## config.mk

```make
export PLATFORM = sky130hd
export DESIGN_NAME = deserializer
export DESIGN_NICKNAME = d
export VERILOG_FILES = /design/src/rtl/ser_pkg.sv /design/src/rtl/deserializer.sv
export SDC_FILE = /design/constraint.sdc
export NUM_CORES = 1
export LEC_CHECK = 0
export BUFFER_PORTS_ARGS = -buffer_cell sky130_fd_sc_hd__buf_2
export CAP_MARGIN = 20
export CORE_ASPECT_RATIO = 0.7
export CORE_MARGIN = 4
export CORE_UTILIZATION = 60
export DETAILED_ROUTE_END_ITERATION = 8
export PLACE_DENSITY_LB_ADDON = 0.12
export SLEW_MARGIN = 20
export SYNTH_ARGS = -nofsm -noshare
export SYNTH_HDL_FRONTEND = slang
export SYNTH_SLANG_ARGS = --single-unit
```

## constraint.sdc

```tcl
create_clock -name clk_i -period 2.6 [get_ports clk_i]
set_input_delay 0.26 -clock clk_i [delete_from_list [all_inputs] [get_ports clk_i]]
set_output_delay 0.26 -clock clk_i [all_outputs]
set_load 0.02 [all_outputs]
```

## src/rtl/ser_pkg.sv

```systemverilog
// Shared definitions for the serializer / deserializer pair.
// Word width default, mod encoding (WIDTH encoded as 0), word/mod types,
// the receive FSM state type and a mod-to-bit-count helper.
package ser_pkg;

  localparam int unsigned WIDTH = 16;
  localparam int unsigned MOD_W = $clog2(WIDTH);

  typedef logic [WIDTH-1:0] word_t;
  typedef logic [MOD_W-1:0] mod_t;

  typedef enum logic {
    ST_IDLE    = 1'b0,
    ST_COLLECT = 1'b1
  } deser_state_t;

  // A mod of 0 stands for a full WIDTH-bit word.
  function automatic int unsigned mod_to_bits(input mod_t m);
    if (m == '0) begin
      return WIDTH;
    end
    return 32'(m);
  endfunction

endpackage

```

## src/rtl/deserializer.sv

```systemverilog
// Purpose : rebuilds left-aligned parallel words from an MSB-first serial stream;
//           a frame is a run of valid bits, closed by a valid gap or by WIDTH bits.
// Latency : val/drop pulse one cycle after the edge that sampled the frame end.
// Backpressure: none; every val/drop pulse must be taken by the downstream stage.
// Ports:
//   clk_i, srst_i           clock, synchronous active-high reset
//   data_i, data_val_i      serial bit and its valid
//   deser_data_o            reassembled word, first bit at [WIDTH-1], unreceived bits 0
//   deser_mod_o             bits in the frame, WIDTH encoded as 0 (held until next emit)
//   deser_data_val_o        one-cycle pulse, word/mod valid
//   drop_o                  one-cycle pulse, runt frame (< MIN_LEN bits) discarded
//   busy_o                  frame partially collected
module deserializer
  import ser_pkg::*;
#(
  parameter int unsigned WIDTH   = ser_pkg::WIDTH,
  parameter int unsigned MIN_LEN = 3
) (
  input  logic                     clk_i,
  input  logic                     srst_i,
  input  logic                     data_i,
  input  logic                     data_val_i,
  output logic [WIDTH-1:0]         deser_data_o,
  output logic [$clog2(WIDTH)-1:0] deser_mod_o,
  output logic                     deser_data_val_o,
  output logic                     drop_o,
  output logic                     busy_o
);

  localparam int unsigned    CW      = $clog2(WIDTH);
  localparam logic [CW-1:0]  LAST    = CW'(WIDTH - 1);
  localparam logic [CW-1:0]  MIN_CNT = CW'(MIN_LEN);

  deser_state_t     state;
  logic [WIDTH-1:0] shreg;
  logic [CW-1:0]    count;
  logic [WIDTH-1:0] shreg_ins;

  // Current shift register with the incoming bit dropped into the next free slot.
  // Slots are filled from the top down, so lower bits stay 0 until written.
  always_comb begin
    shreg_ins                = shreg;
    shreg_ins[LAST - count]  = data_i;
  end

  // count never holds WIDTH: the WIDTH-th bit emits straight away and clears it.
  assign busy_o = (count != '0);

  always_ff @(posedge clk_i) begin
    if (srst_i) begin
      state            <= ST_IDLE;
      shreg            <= '0;
      count            <= '0;
      deser_data_o     <= '0;
      deser_mod_o      <= '0;
      deser_data_val_o <= 1'b0;
      drop_o           <= 1'b0;
    end else begin
      deser_data_val_o <= 1'b0;
      drop_o           <= 1'b0;

      case (state)
        ST_IDLE: begin
          if (data_val_i) begin
            shreg <= {data_i, {(WIDTH-1){1'b0}}};
            count <= CW'(1);
            state <= ST_COLLECT;
          end
        end

        ST_COLLECT: begin
          if (data_val_i) begin
            if (count == LAST) begin
              // Full word: emit including this bit, ready for a new frame next cycle.
              deser_data_o     <= shreg_ins;
              deser_mod_o      <= '0;
              deser_data_val_o <= 1'b1;
              shreg            <= '0;
              count            <= '0;
              state            <= ST_IDLE;
            end else begin
              shreg <= shreg_ins;
              count <= count + CW'(1);
            end
          end else begin
            // Valid gap closes the frame; runts are dropped and leave the
            // last emitted word/mod untouched on the outputs.
            if (count >= MIN_CNT) begin
              deser_data_o     <= shreg;
              deser_mod_o      <= count;
              deser_data_val_o <= 1'b1;
            end else begin
              drop_o <= 1'b1;
            end
            shreg <= '0;
            count <= '0;
            state <= ST_IDLE;
          end
        end

        default: begin
          state <= ST_IDLE;
          shreg <= '0;
          count <= '0;
        end
      endcase
    end
  end

endmodule

```

==> flow_summary.toml <==
[min_path]
holdCritPathClass = "in -> reg"

[setup_path]
endpoint_kind = "flop"
crit_path_max_fanout = 22
worstPathArrival_ps = 2330
cp.required_ps = 2820
path_class = "reg -> reg"
critPathLaunchType = "flop"

[die]
die_h_um = 58.2
coreArea_um2 = 3300
initial_core_util = 0.655
die_area_um2 = 4640
io_pins = 27
row_count = 17
die_w_um = 79.7

[finish]
fin_nets = 275
fillers = 266
drive_gt1_frac = 0.169
finalNonFillerCells = 313
area_delta_synth_final_pct = 9.79
n_antenna_cell = 0

[timing]
grt_setup_unrepaired = "false"
skew_ps = 5.95
worst-slew-pin-transition_ps = 562
hold_violations = 0
max_slew_margin = 0.626
slew_viol_final = 0
clock.fmax_mhz = 474
setup_viol = 0
tns_ps = 0
fin_crit_sh = 0.811
min_period_ps = 2110

[global_routing]
grt_max_degree = 30
grt_usage = 0.230
antenna_found_initial = 0
grt_overflow_total = 0
grt_pass1_wl_um = 8200
grt_pass1_vias = 1624

[synth]
yosys_warnings = 0
synthesis.area_um2 = 2160
yosysMostFrequentCell = "dfxtp_1"
synthTopCellsByCount = "dfxtp_1, nor2_1, o21ai_0, a211oi_1, nand3_1"
synth-seq-cells = 43
syn_area_per_cell_um2 = 8.57
synth_area_leaders = "dfxtp_1, a211oi_1, nor2_1, a22o_1, mux2i_1"
yosysSeqAreaShare = 0.399
synth_flop_cell = "dfxtp_1"
synth_edf_count = 0
synth_fp_nets = 262
syn-instance-count = 252
async_flop_share = 0
yosysTopAreaCell = "dfxtp_1"
yosysTopAreaCellShare = 0.399
ys_types = 35

[cts]
clock_path_buffers = 2
cts_buffers = 5
clkTransAtPathRegs_ps = 80
hold_buffers = 0
clockRootBuffer = "clkbuf_8"
clock_latency_ps = 300
cts_htree_levels = 2
cts_tree = "built"
cts_setup_buffers = 0
clock_sinks = 43
cts_resized = 0

[placed_design]
dp_hpwl_um = 3430
dp_cells = 305
gp_congestion = 0.893
io_buffers = 26

[drt]
wirelength_um = 4940
wire_per_inst_um = 15.8
drc = 0
drt-pass1-iter-count = 5
drt_iter0_drc = 140
viasPerCell = 5.96
ant_nets = 0
dr_total_vias = 1867

[power]
leakage_uw = 0.000977
cellPowerDensity_nw_per_um2 = 535
ir_drop_mv = 0.328

[run_status]
outcome = "finished, final reports clean"

[flow_run]
maxCapViolCount = 0
==> cell usage in the layout (no fill, tap or decap), types with 10 or more instances in the layout <==
cell / instances
a21oi_1: 11
mux2i_1: 10
nand2_1: 14
buf_2: 26
dfxtp_1: 43
a211oi_1: 16
nor2_1: 32
nand3_1: 15
a22o_1: 13
o21ai_0: 17
==> worst max-delay path, cell delays in order (launching register included) <==
cell	delay (ps)
dfxtp_1	500
ha_1	390
nor2_1	140
o32ai_4	500
buf_12	230
nor2_1	60
a311oi_2	210
==> final cells by class <==
cell class	count	area, um^2	area share
well taps	47	58.8	0.0248
inverters	6	22.5	0.00950
clock buffers	5	68.8	0.0290
flip-flops and latches	43	861	0.363
multi-input cells	179	1140	0.482
clock inverters	3	43.8	0.0185
repair buffers	30	173	0.0728
==> cells by family after synthesis <==
group           Yosys count  share of synthesized area
compound gates           69                      0.235
fa+ha+maj                 6                     0.0348
buf+inv                  30                     0.0718
flops                    43                      0.399
mux                      10                     0.0464
simple gates             94                      0.214
==> routing by layer <==
metal,vias up,wire [um],global-route usage,part of all wire
li1,936,-,-,-
met1,825,2500,0.368,0.51
met2,101,1870,0.296,0.38
met3,5,519,0.0559,0.11
met4,0,53,0.0662,0.011
met5,-,0,0,0
==> final timing paths <==
kind,cells after the start,slack [ps],end,startpoint
min reg2reg,2,470,shreg[14]$_SDFFE_PP0P_,shreg[14]$_SDFFE_PP0P_
max,6,490,deser_data_o[12]$_SDFFE_PP0P_,count[1]$_SDFFE_PP0P_
min,3,350,shreg[15]$_SDFFE_PP0P_,data_i
max reg2reg,6,490,deser_data_o[12]$_SDFFE_PP0P_,count[1]$_SDFFE_PP0P_
==> power by group <==
group	internal, uW	total (uW)	leakage (uW)	switching, uW
Clock	286	519	0.0000581	233
Combinational	21.8	80.8	0.000572	59.0
Sequential	662	669	0.000347	6.78
Total	970	1270	0.000977	299
==> metrics by stage <==
stage / utilization / setup WS [ps] / hold slack, ps / instance area [um^2] / power (uW)
6_report: 0.719 / 490 / 346 / 2370 / 1270
5_1_grt: 0.719 / 264 / 338 / 2370 / 1310
4_1_cts: 0.719 / 503 / 326 / 2370 / 1270
3_5_place_dp: 0.685 / 517 / 453 / 2260 / 763
3_3_place_gp: 0.685 / 608 / 453 / 2260 / 761
2_1_floorplan: - / 926 / 435 / 2160 / 746
==> state kept, by name, indices dropped and copies added (netlist names) <==
signal            cells
deser_data_o         16
deser_mod_o           4
count                 4
deser_data_val_o      1
drop_o                1
state                 1
shreg                16
Power figures use the tool's default switching activity.
